`src/rtl/vc_pop_arbiter.sv`:
```
// Weighted two-VC pop arbiter feeding destination FIFOs D0/D1.
// Pops are combinational; destination pushes and data are registered one cycle later.
module vc_pop_arbiter #(
  parameter int DATA_W     = 6,
  parameter int WEIGHT_VC0 = 4,
  parameter int CNT_W      = 16
) (
  input  logic              clk,
  input  logic              reset,
  input  logic              active_in,
  input  logic              FIFO_error,
  input  logic              vc0_empty,
  input  logic              vc1_empty,
  input  logic [DATA_W-1:0] vc0_data,
  input  logic [DATA_W-1:0] vc1_data,
  input  logic              d0_almost_full,
  input  logic              d1_almost_full,
  output logic              vc0_pop,
  output logic              vc1_pop,
  output logic              d0_push,
  output logic              d1_push,
  output logic [DATA_W-1:0] d_data,
  output logic [1:0]        arb_state,
  output logic [CNT_W-1:0]  fwd_count
);

  localparam int unsigned WC_W = $clog2(WEIGHT_VC0 + 1);
  localparam logic [WC_W-1:0] WMAX = WC_W'(WEIGHT_VC0);

  typedef enum logic [1:0] {
    S_IDLE  = 2'b00,
    S_RUN   = 2'b01,
    S_ERROR = 2'b10
  } state_t;

  state_t              r_state;
  state_t              w_state_nxt;
  logic [WC_W-1:0]     r_wcnt;
  logic                r_d0_push;
  logic                r_d1_push;
  logic [DATA_W-1:0]   r_d_data;
  logic [CNT_W-1:0]    r_fwd_count;

  logic                w_pop_en;
  logic                w_elig0;
  logic                w_elig1;
  logic                w_gnt0;
  logic                w_gnt1;
  logic                w_any;
  logic [DATA_W-1:0]   w_word;

  always_comb begin
    w_state_nxt = r_state;
    case (r_state)
      S_IDLE:  if (FIFO_error) w_state_nxt = S_ERROR;
               else if (active_in) w_state_nxt = S_RUN;
      S_RUN:   if (FIFO_error) w_state_nxt = S_ERROR;
               else if (!active_in) w_state_nxt = S_IDLE;
      S_ERROR: w_state_nxt = S_ERROR;
      default: w_state_nxt = S_IDLE;
    endcase
  end

  // Pop only while RUN and staying in RUN, so the exit cycle issues no new pop.
  always_comb begin
    w_pop_en = (r_state == S_RUN) && active_in && !FIFO_error;
    w_elig0  = !vc0_empty && !(vc0_data[DATA_W-1] ? d1_almost_full : d0_almost_full);
    w_elig1  = !vc1_empty && !(vc1_data[DATA_W-1] ? d1_almost_full : d0_almost_full);
    w_gnt0   = w_pop_en && w_elig0 && (!w_elig1 || (r_wcnt != WMAX));
    w_gnt1   = w_pop_en && w_elig1 && (!w_elig0 || (r_wcnt == WMAX));
    w_any    = w_gnt0 || w_gnt1;
    w_word   = w_gnt1 ? vc1_data : vc0_data;
  end

  always_ff @(posedge clk) begin
    if (reset) begin
      r_state     <= S_IDLE;
      r_wcnt      <= '0;
      r_d0_push   <= 1'b0;
      r_d1_push   <= 1'b0;
      r_d_data    <= '0;
      r_fwd_count <= '0;
    end else begin
      r_state   <= w_state_nxt;
      r_d0_push <= w_any && !w_word[DATA_W-1];
      r_d1_push <= w_any &&  w_word[DATA_W-1];
      if (w_any) begin
        r_d_data    <= w_word;
        r_fwd_count <= r_fwd_count + 1'b1;
      end
      if (w_gnt1)
        r_wcnt <= '0;
      else if (w_gnt0 && (r_wcnt != WMAX))
        r_wcnt <= r_wcnt + 1'b1;
    end
  end

  assign vc0_pop   = w_gnt0;
  assign vc1_pop   = w_gnt1;
  assign d0_push   = r_d0_push;
  assign d1_push   = r_d1_push;
  assign d_data    = r_d_data;
  assign arb_state = r_state;
  assign fwd_count = r_fwd_count;

endmodule
```
`config.mk`:
```
export PLATFORM = sky130hd
export DESIGN_NAME = vc_pop_arbiter
export DESIGN_NICKNAME = d
export VERILOG_FILES = /design/src/rtl/vc_pop_arbiter.sv
export SDC_FILE = /design/constraint.sdc
export NUM_CORES = 1
export LEC_CHECK = 0
export CAP_MARGIN = 25
export CORE_MARGIN = 3
export CORE_UTILIZATION = 35
export DETAILED_ROUTE_END_ITERATION = 10
export GPL_ROUTABILITY_DRIVEN = 0
export GPL_TIMING_DRIVEN = 0
export PLACE_DENSITY = 0.62
export SKIP_LAST_GASP = 1
export SYNTH_ARGS = -nofsm -noshare
export SYNTH_HDL_FRONTEND = slang
export SYNTH_SLANG_ARGS = --single-unit
```
`constraint.sdc`:
```
create_clock -name clk -period 2.3 [get_ports clk]
set_clock_uncertainty 0.15 [all_clocks]
set_input_delay 0.46 -clock clk [delete_from_list [all_inputs] [get_ports clk]]
set_output_delay 0.46 -clock clk [all_outputs]
set_load 0.05 [all_outputs]
```
==> impl_metrics.json, run 1 <==
{
  "status": "completed",
  "p_leak_uw": 0.000791,
  "die_w_microns": 69.8,
  "synth_cell_type_count": 38,
  "cts_tree": "built",
  "cts_sinks": 29,
  "setup_ws_ns": 0.0715,
  "total_power_uw": 1080,
  "timing.fmax_mhz": 449,
  "syn_nets": 179,
  "grt_usage_pct": 15.8,
  "cap_violations": 0,
  "rows": 22,
  "cp_slowest_stage_delay_ns": 0.30,
  "h-tree-depth": 2,
  "fill_cells": 347,
  "fin_nets": 241,
  "gr-total-overflow": 0,
  "vias_per_cell": 5.04,
  "grt_max_degree": 11,
  "post_drt_wl_per_cell_microns": 13.6,
  "area_growth_pct": 53.0,
  "coreArea_sq_mm": 0.00380,
  "synth_compound_area_share_pct": 16.4,
  "synthesis.area_sq_mm": 0.00142,
  "antennaDiodeCount": 0,
  "ant_nets": 0,
  "cp_max_fo": 3,
  "clk_pin_slew_ns": 0.06,
  "initial_utilization_pct": 37.5,
  "vias": 1345,
  "critPathArrivalTime_ns": 1.62,
  "synthMuxAreaShare_pct": 7.65,
  "drc": 0,
  "drt_first_pass_iters": 4,
  "first_global_vias": 1334,
  "die-area_sq_mm": 0.00487,
  "finalHoldViolCount": 0,
  "io_pins": 48,
  "yosysWarnings": 0,
  "cts_buffer_depth": 2,
  "antenna_found_initial": 0,
  "grt_first_pass_wirelength_microns": 6280,
  "irDropWorstVdd_mv": 0.309,
  "drtIter0Drc": 109,
  "ys_ff_latch": 29,
  "ys.flop_type": "dfxtp_1",
  "wirelength_microns": 3620,
  "setup_viol": 0,
  "switching_share_pct": 23.2,
  "dieHeight_microns": 69.8,
  "yosys.area_share.simple_pct": 20.1,
  "switchingPower_uw": 250,
  "post-route-period-util_pct": 96.9,
  "syn-mean-instance-area_sq_um": 9.12,
  "async_flop_share_pct": 0,
  "worst_pin_slew_ns": 0.510,
  "p_comb_share_pct": 10.1,
  "seqPwrFrac_pct": 47.2,
  "crit_chain": "dlygate4sd2_1 -> mux2_4 -> a211oi_4 -> and2_4 -> buf_6 -> buf_8",
  "synth_top_family_by_area": "simple AND/OR/NAND/NOR gates",
  "ys_seq_area_share_pct": 40.8,
  "worstSetupPathType": "in -> out",
  "critPathLaunchType": "primary input",
  "synth-edff-count": 0,
  "powerDensity_mw_per_mm2": 495,
  "worst_ep_required_time_ns": 1.69,
  "place_ws_ns": -1.20,
  "drv_slew": 0,
  "hold_path.class": "in -> reg",
  "cts_root_buf": "clkbuf_8",
  "synthAdderAreaFrac_pct": 2.64,
  "hpwl_microns": 2640,
  "drive_above_1_share_pct": 18.7,
  "synth_xor_area_share_pct": 8.62,
  "critPathCaptureType": "output pin",
  "finalSetupTns_ns": 0,
  "postSynthCellCount": 156,
  "portBuffers": 46,
  "ff2ff_setup_slack_ns": 0.26,
  "period_minus_slack_ns": 2.23,
  "slew-limit-headroom_pct": 65.9,
  "final_core_util_pct": 57.3,
  "cts_buffers": 5,
  "rsz0062_at_grt": "no",
  "clkLatencyLatePin_ns": 0.28,
  "power_frac_clock_pct": 42.7,
  "crit_slowest_cell": "mux2_4",
  "internal_power_uw": 827
}
-- flip-flops by register name (all words and copies together), names as in the netlist --
name / count
d_data: 6
fwd_count: 16
r_wcnt: 3
arb_state: 2
d1_push: 1
d0_push: 1
-- cells in the final DEF, fill, tap and decap left out, types with 2 or more instances in the layout --
cell             count
dfxtp_2              2
buf_4               10
clkbuf_1             3
xnor2_1              3
nand2_1              7
o21ai_0              3
clkbuf_8             8
or3_1                2
xor2_1              11
o2111ai_1            7
a211oi_1             5
and3_1               5
clkbuf_2             3
dfxtp_1             26
dlygate4sd2_1        5
a21oi_1              4
a21oi_2              2
mux2i_1              8
ha_1                 2
nor3_1               6
clkdlybuf4s50_1     36
buf_6                2
o211ai_1             4
inv_1                4
nand4_1              2
nor2_1              22
-- per-stage QoR --
stage,std cells,cell area [sq um],hold WS [ns]
6_report,267,2180,0.261
3_5_place_dp,250,1960,0.297
4_1_cts,264,2150,0.337
2_1_floorplan,156,1440,0.363
5_1_grt,267,2180,0.260
3_3_place_gp,250,1960,0.283
-- routing by layer --
layer	up-vias	track usage (%)	share of wire, %
met2	33	25.6	48
met5	-	0	0
li1	679	-	-
met1	627	19.7	45
met3	6	4.64	5.2
met4	0	6.17	1.8
-- Yosys cell counts, types with 2 or more instances --
master / n / area share [%]
dfxtp_1: 29 / 41
nor2_1: 22 / 5.8
xor2_1: 11 / 6.8
mux2i_1: 8 / 5.6
nand2_1: 8 / 2.1
clkbuf_1: 7 / 1.8
nor3_1: 7 / 2.5
o2111ai_1: 7 / 4.3
a211oi_1: 5 / 2.6
a21oi_1: 5 / 1.8
and3_1: 5 / 2.2
inv_1: 4 / 1.1
o211ai_1: 4 / 2.1
ha_1: 3 / 2.6
o21ai_0: 3 / 1.1
xnor2_1: 3 / 1.8
and2_1: 2 / 0.88
nand4_1: 2 / 0.88
or3_1: 2 / 0.88
-- critical path: cells and delay by family --
kind | cells | cell delay, ns
muxes | 1 | 0.30
and+or+nand+nor | 1 | 0.18
AOI/OAI and AO/OA | 1 | 0.19
buffers and inverters | 3 | 0.49
-- cells by family after synthesis --
kind of cell             count (synthesis)
AO/OA/AOI/OAI                           30
XOR/XNOR                                14
adder cells (fa/ha/maj)                  3
buffers and inverters                   13
flip-flops                              29
multiplexers                            10
AND/OR/NAND/NOR                         57
-- final timing paths --
kind / start / end / depth (start not counted)
max: d0_almost_full / vc1_pop / 6
min: FIFO_error / arb_state[0]$_SDFFE_PP0P_ / 2
max reg2reg: r_wcnt[0]$_SDFFE_PP0P_ / d0_push$_SDFF_PP0_ / 9
min reg2reg: arb_state[1]$_SDFFE_PP0P_ / arb_state[0]$_SDFFE_PP0P_ / 1
-- layout make-up --
cell class	instances	area [sq um]	area share (%)
multi-input cells	114	826	37.9
inverters	4	15.0	0.690
repair buffers	55	527	24.2
clock buffers	7	96.3	4.43
well taps	48	60.1	2.76
clock inverters	1	5.00	0.230
flip-flops and latches	29	587	27.0
plain buffers	9	61.3	2.82
-- power by group through the flow --
| stage | Clock, uW | Sequential (uW) | Combinational (uW) |
|---|---|---|---|
| 3_3_place_gp | 0 | 518 | 103 |
| 2_1_floorplan | 0 | 528 | 42.7 |
| 6_report | 460 | 508 | 109 |
| 5_1_grt | 495 | 508 | 118 |
| 3_5_place_dp | 0 | 519 | 105 |
| 4_1_cts | 471 | 508 | 109 |
-- timing repair --
item,CTS,global route
resized for setup,33,11
pin swaps,3,3
setup endpoints to repair,7,18
buffers inserted,6,3
hold buffers,0,0
Note: power is estimated with default switching activity, not from simulation.
==> run 2: changes to the inputs <==
==> constraint.sdc (replaced) <==
create_clock -name clk -period 2.3 [get_ports clk]
set_clock_uncertainty 0.15 [all_clocks]
set_input_delay 0.46 -clock clk [delete_from_list [all_inputs] [get_ports clk]]
set_output_delay 0.46 -clock clk [all_outputs]
set_load 0.1 [all_outputs]
==> run 2 against run 1 <==
  * Design area shrank 1.4%
  * Via count up 2.7%
  * Critical endpoint unchanged
  * Highest routed layer unchanged
  * Wire length increased by 9.4%
  * Combinational power up 12%
  * Global-route usage up 0.89 points
  * Critical path type is now reg -> out
  * Largest power group unchanged
==> impl_metrics.json, run 2 (same netlist as run 1, synthesis figures left out) <==
{
  "clkLatencyLatePin_ns": 0.28,
  "wirelength_microns": 3960,
  "met2_usage_pct": 27.3,
  "drt_first_pass_iters": 4,
  "setup_viol": 0,
  "critPathArrivalTime_ns": 1.63,
  "drive_above_1_share_pct": 21.4,
  "gr-total-overflow": 0,
  "cts_tree": "built",
  "clk_pin_slew_ns": 0.06,
  "internal_power_uw": 760,
  "worst_pin_slew_ns": 0.982,
  "cts_root_buf": "clkbuf_8",
  "vias_per_cell": 5.25,
  "p_comb_share_pct": 12.1,
  "grt_usage_pct": 16.7,
  "ff2ff_setup_slack_ns": 0.31,
  "drtIter0Drc": 31,
  "die_w_microns": 69.8,
  "irDropWorstVdd_mv": 0.286,
  "hpwl_microns": 2880,
  "coreArea_sq_mm": 0.00380,
  "whs_endpoint": "arb_state[0]$_SDFFE_PP0P_",
  "first_global_vias": 1326,
  "place_ws_ns": -1.51,
  "vias": 1381,
  "most-common-layout-cells": "dlygate4sd2_1 (27), nor2_1 (22), dfxtp_1 (19), xor2_1 (11), clkdlybuf4s50_1 (10)",
  "drv_slew": 0,
  "powerDensity_mw_per_mm2": 472,
  "p_leak_uw": 0.000903,
  "io_pins": 48,
  "status": "completed",
  "period_minus_slack_ns": 2.24,
  "holdBufCountCts": 0,
  "timing.fmax_mhz": 446,
  "cts_buffers": 5,
  "r2r-start": "arb_state[1]$_SDFFE_PP0P_",
  "hold_depth": 2,
  "cts_sinks": 29,
  "crit_start": "r_wcnt[0]$_SDFFE_PP0P_",
  "hold_path.class": "in -> reg",
  "die-area_sq_mm": 0.00487,
  "h-tree-depth": 2,
  "timing.rr.end": "fwd_count[13]$_SDFFE_PP0P_",
  "grtUsageMet1_pct": 20.3,
  "power_frac_clock_pct": 37.8,
  "final_core_util_pct": 56.5,
  "post_drt_wl_per_cell_microns": 15.1,
  "antennaDiodeCount": 0,
  "reg2reg_depth": 6,
  "ant_nets": 0,
  "antenna_found_initial": 0,
  "critPathLaunchType": "register",
  "finalSetupTns_ns": 0,
  "rows": 22,
  "cts_buffer_depth": 2,
  "seqPwrFrac_pct": 50.1,
  "critPathCaptureType": "output pin",
  "cp_max_fo": 4,
  "area_growth_pct": 50.8,
  "drc": 0,
  "switching_share_pct": 25.0,
  "fin_nets": 238,
  "portBuffers": 46,
  "use_met3_pct": 4.78,
  "worst_ep_required_time_ns": 1.69,
  "final_common_cell": "dlygate4sd2_1",
  "switchingPower_uw": 253,
  "grt_max_degree": 11,
  "worstSetupPathType": "reg -> out",
  "finalHoldViolCount": 0,
  "min-delay-start": "FIFO_error",
  "initial_utilization_pct": 37.5,
  "slew-limit-headroom_pct": 34.8,
  "top_usage_layer": "met2",
  "largest_reg_flops": 16,
  "grt_first_pass_wirelength_microns": 6450,
  "post-route-period-util_pct": 97.6,
  "setup_ws_ns": 0.0562,
  "dieHeight_microns": 69.8,
  "cap_violations": 0
}
==> run 2: cell types whose count changed in the layout (fill, tap and decap cells not counted), moves of 2 or more <==
cell and delta:
clkbuf_8 -3, clkdlybuf4s50_1 -26, buf_4 -4, dfxtp_2 +6, buf_12 +2, clkbuf_2 +2
dlygate4sd2_1 +22, clkbuf_1 +3, dfxtp_1 -7
==> run 2: what timing repair did <==
| action | in CTS | in global routing |
|---|---|---|
| pin swaps | 3 | 5 |
| resized for setup | 57 | 22 |
| hold endpoints to repair | 0 | 0 |
| endpoints found under the setup margin | 32 | 13 |
| setup buffers | 3 | 3 |
==> run 2: power groups by stage <==
| stage | combinational, uW | sequential, uW | clock [uW] |
|---|---|---|---|
| after detailed placement | 118 | 518 | 0 |
| after floorplan | 44.3 | 539 | 0 |
| after global placement | 115 | 518 | 0 |
| final | 122 | 508 | 383 |
| after CTS | 119 | 507 | 395 |
| after global routing | 131 | 508 | 413 |
==> run 2: per-layer routing <==
metal	vias up	part of all wire [%]
li1	675	-
met1	670	44
met2	27	50
met3	9	3.4
met4	0	2.1
met5	-	0
==> run 2: worst max-delay path by stage <==
stage,to,slack (ns)
floorplan,vc0_pop,-0.34
global placement,vc1_pop,-1.50
detailed placement,vc1_pop,-1.51
CTS,vc1_pop,-0.11
global route,vc1_pop,-0.02
finish,vc1_pop,0.06
==> run 2: layout make-up <==
cell class                      instances  area [sq um]
Fill cell                             373          1650
Timing Repair Buffer                   52           473
Multi-Input combinational cell        114           855
Clock buffer                            6          72.6
Sequential cell                        29           598
Inverter                                4          15.0
Buffer                                  9          67.6
Tap cell                               48          60.1
Clock inverter                          1          5.00
==> run 2: stage by stage <==
stage               power (uW)  hold slack [ns]  instances  cell area (sq um)
finish                    1010            0.267        263               2150
global route              1050            0.296        263               2150
CTS                       1020            0.302        260               2100
detailed placement         636            0.287        250               1990
global placement           633            0.277        250               1990
floorplan                  583            0.363        156               1470
==> run 2: critical path: stages, from the launching register on <==
cell and delay, ns:
dfxtp_2 0.32, inv_1 0.10, ha_4 0.14, a21oi_2 0.06, a211oi_4 0.27, and2_4 0.18
buf_6 0.11, buf_12 0.17
==> run 3: changes to the inputs <==
--- a/config.mk
+++ b/config.mk
@@ -6,12 +6,11 @@
 export NUM_CORES = 1
 export LEC_CHECK = 0
 export CAP_MARGIN = 25
-export CORE_MARGIN = 3
 export CORE_UTILIZATION = 35
 export DETAILED_ROUTE_END_ITERATION = 10
-export GPL_ROUTABILITY_DRIVEN = 0
 export GPL_TIMING_DRIVEN = 0
 export PLACE_DENSITY = 0.62
+export RECOVER_POWER = 25
 export SKIP_LAST_GASP = 1
 export SYNTH_ARGS = -nofsm -noshare
 export SYNTH_HDL_FRONTEND = slang
==> run 3 against run 2 <==
  * Non-clock buffer count decreased by 2
  * Final cell count decreased by 0.38%
  * Clock power increased by 22%
  * Fmax increased by 0.41%
  * Combinational power about the same
  * Sequential share of layout area decreased by 0.18 points
  * Utilization increased by 0.78 points
  * Flip-flop and latch count unchanged
  * Worst hold slack got worse by 0.011 ns
  * Register-to-register slack improved by 0.04 ns
  * Critical path depth decreased by 1
  * Worst setup slack improved by 0.0091 ns
==> impl_metrics.json, run 3 (same netlist as run 1, synthesis figures left out) <==
{
  "vias_per_cell": 5.14,
  "timing.fmax_mhz": 447,
  "clk_pin_slew_ns": 0.06,
  "critPathLaunchType": "primary input",
  "dieHeight_microns": 65.8,
  "final_common_cell": "dlygate4sd2_1",
  "clkLatencyLatePin_ns": 0.28,
  "grtUsageMet1_pct": 21.5,
  "cts_buffers": 5,
  "cap_violations": 0,
  "crit_path_end": "vc0_pop",
  "antenna_found_initial": 0,
  "vias": 1347,
  "worst_ep_required_time_ns": 1.69,
  "cp_max_fo": 3,
  "grt_max_degree": 11,
  "worst_pin_slew_ns": 0.980,
  "drc": 0,
  "fin_hold_ws_ns": 0.256,
  "place.gp.congestion": 0.771,
  "grt_usage_pct": 19.6,
  "ff2ff_setup_slack_ns": 0.35,
  "critPathCaptureType": "output pin",
  "fill_cells": 351,
  "area_growth_pct": 51.8,
  "hold_path.class": "in -> reg",
  "placedCellCount": 250,
  "p_leak_uw": 0.000909,
  "cts_buffer_depth": 2,
  "drtIter0Drc": 53,
  "worstSetupPathType": "in -> out",
  "instances_no_fill": 262,
  "final_area_sq_mm": 0.00216,
  "place_area_sq_mm": 0.00199,
  "holdBufCountCts": 0,
  "hpwl_microns": 2580,
  "total_power_uw": 1100,
  "cts_sinks": 29,
  "drv_slew": 0,
  "wirelength_microns": 3640,
  "irDropWorstVdd_mv": 0.246,
  "drive_above_1_share_pct": 20.1,
  "first_global_vias": 1377,
  "top_usage_layer": "met2",
  "grt_first_pass_wirelength_microns": 6260,
  "period_minus_slack_ns": 2.23,
  "fin_nets": 236,
  "setup_viol": 0,
  "coreArea_sq_mm": 0.00377,
  "crit_start": "d1_almost_full",
  "powerDensity_mw_per_mm2": 509,
  "portBuffers": 46,
  "r2r-start": "arb_state[1]$_SDFFE_PP0P_",
  "use_met3_pct": 8.68,
  "post-route-period-util_pct": 97.2,
  "cts_root_buf": "clkbuf_8",
  "timing.rr.end": "fwd_count[13]$_SDFFE_PP0P_",
  "ant_nets": 0,
  "met2_usage_pct": 33.2,
  "finalHoldViolCount": 0,
  "rsz0062_at_grt": "no",
  "drt_first_pass_iters": 4,
  "critPathArrivalTime_ns": 1.62,
  "io_pins": 48,
  "slew-limit-headroom_pct": 34.9,
  "status": "completed",
  "antennaDiodeCount": 0,
  "rows": 22,
  "reg2reg_depth": 6,
  "die-area_sq_mm": 0.00432,
  "initial_utilization_pct": 37.7,
  "die_w_microns": 65.8,
  "cts_tree": "built",
  "post_drt_wl_per_cell_microns": 13.9,
  "largest_reg_flops": 16,
  "finalSetupTns_ns": 0,
  "h-tree-depth": 2,
  "gr-total-overflow": 0,
  "most-common-layout-cells": "dlygate4sd2_1 (29), nor2_1 (21), dfxtp_1 (19), xor2_1 (11), clkdlybuf4s50_1 (10)"
}
==> run 3: cell types whose count changed in the layout (fill, tap and decap cells not counted), sizes merged <==
cell / delta
buf: -2
clkbuf: -2
dlygate4sd2: +2
clkdlybuf4s15: +1
==> run 3: routing by layer <==
| layer | wire length (microns) | part of all wire (%) |
|---|---|---|
| met5 | 0 | 0 |
| met4 | 40 | 1.1 |
| met3 | 246 | 6.8 |
| met2 | 1820 | 50 |
| met1 | 1530 | 42 |
==> run 3: how the worst min path moves through the flow <==
stage	depth (start not counted)	end	slack, ns	start
final	2	arb_state[0]$_SDFFE_PP0P_	0.26	FIFO_error
after global routing	2	arb_state[0]$_SDFFE_PP0P_	0.26	FIFO_error
after CTS	1	arb_state[0]$_SDFFE_PP0P_	0.30	arb_state[1]$_SDFFE_PP0P_
after detailed placement	1	arb_state[0]$_SDFFE_PP0P_	0.29	arb_state[1]$_SDFFE_PP0P_
after global placement	1	arb_state[0]$_SDFFE_PP0P_	0.28	arb_state[1]$_SDFFE_PP0P_
after floorplan	2	r_wcnt[1]$_SDFFE_PP0P_	0.36	r_wcnt[1]$_SDFFE_PP0P_
==> run 3: layout make-up <==
cell class | instances | area, sq um | share of cell area, %
Buffer | 8 | 57.6 | 2.67
Clock buffer | 7 | 96.3 | 4.46
Clock inverter | 1 | 5.00 | 0.232
Inverter | 4 | 15.0 | 0.695
Multi-Input combinational cell | 114 | 850 | 39.3
Sequential cell | 29 | 598 | 27.7
Tap cell | 48 | 60.1 | 2.78
Timing Repair Buffer | 51 | 478 | 22.1
==> run 3: timing repair <==
action,4_1_cts,5_1_grt
resized for setup,58,18
pin swaps,3,4
setup buffers,4,1
setup endpoints to repair,31,17
==> run 3: critical path: stages <==
cell and delay, ns:
dlygate4sd2_1 0.28, mux2_4 0.30, buf_4 0.15, nor3_4 0.19, nor3_4 0.07, buf_12 0.17
==> run 3: power by group <==
group / internal [uW] / switching (uW) / total (uW)
clock: 270 / 197 / 467
sequential: 504 / 3.24 / 507
combinational: 53.3 / 71.7 / 125
total: 828 / 272 / 1100
==> run 3: metrics by stage <==
stage / util [%] / setup WS, ns
after floorplan: - / -0.340
after global placement: 52.7 / -1.48
after detailed placement: 52.7 / -1.52
after CTS: 56.6 / -0.0942
after global routing: 57.3 / 0.000977
final: 57.3 / 0.0653
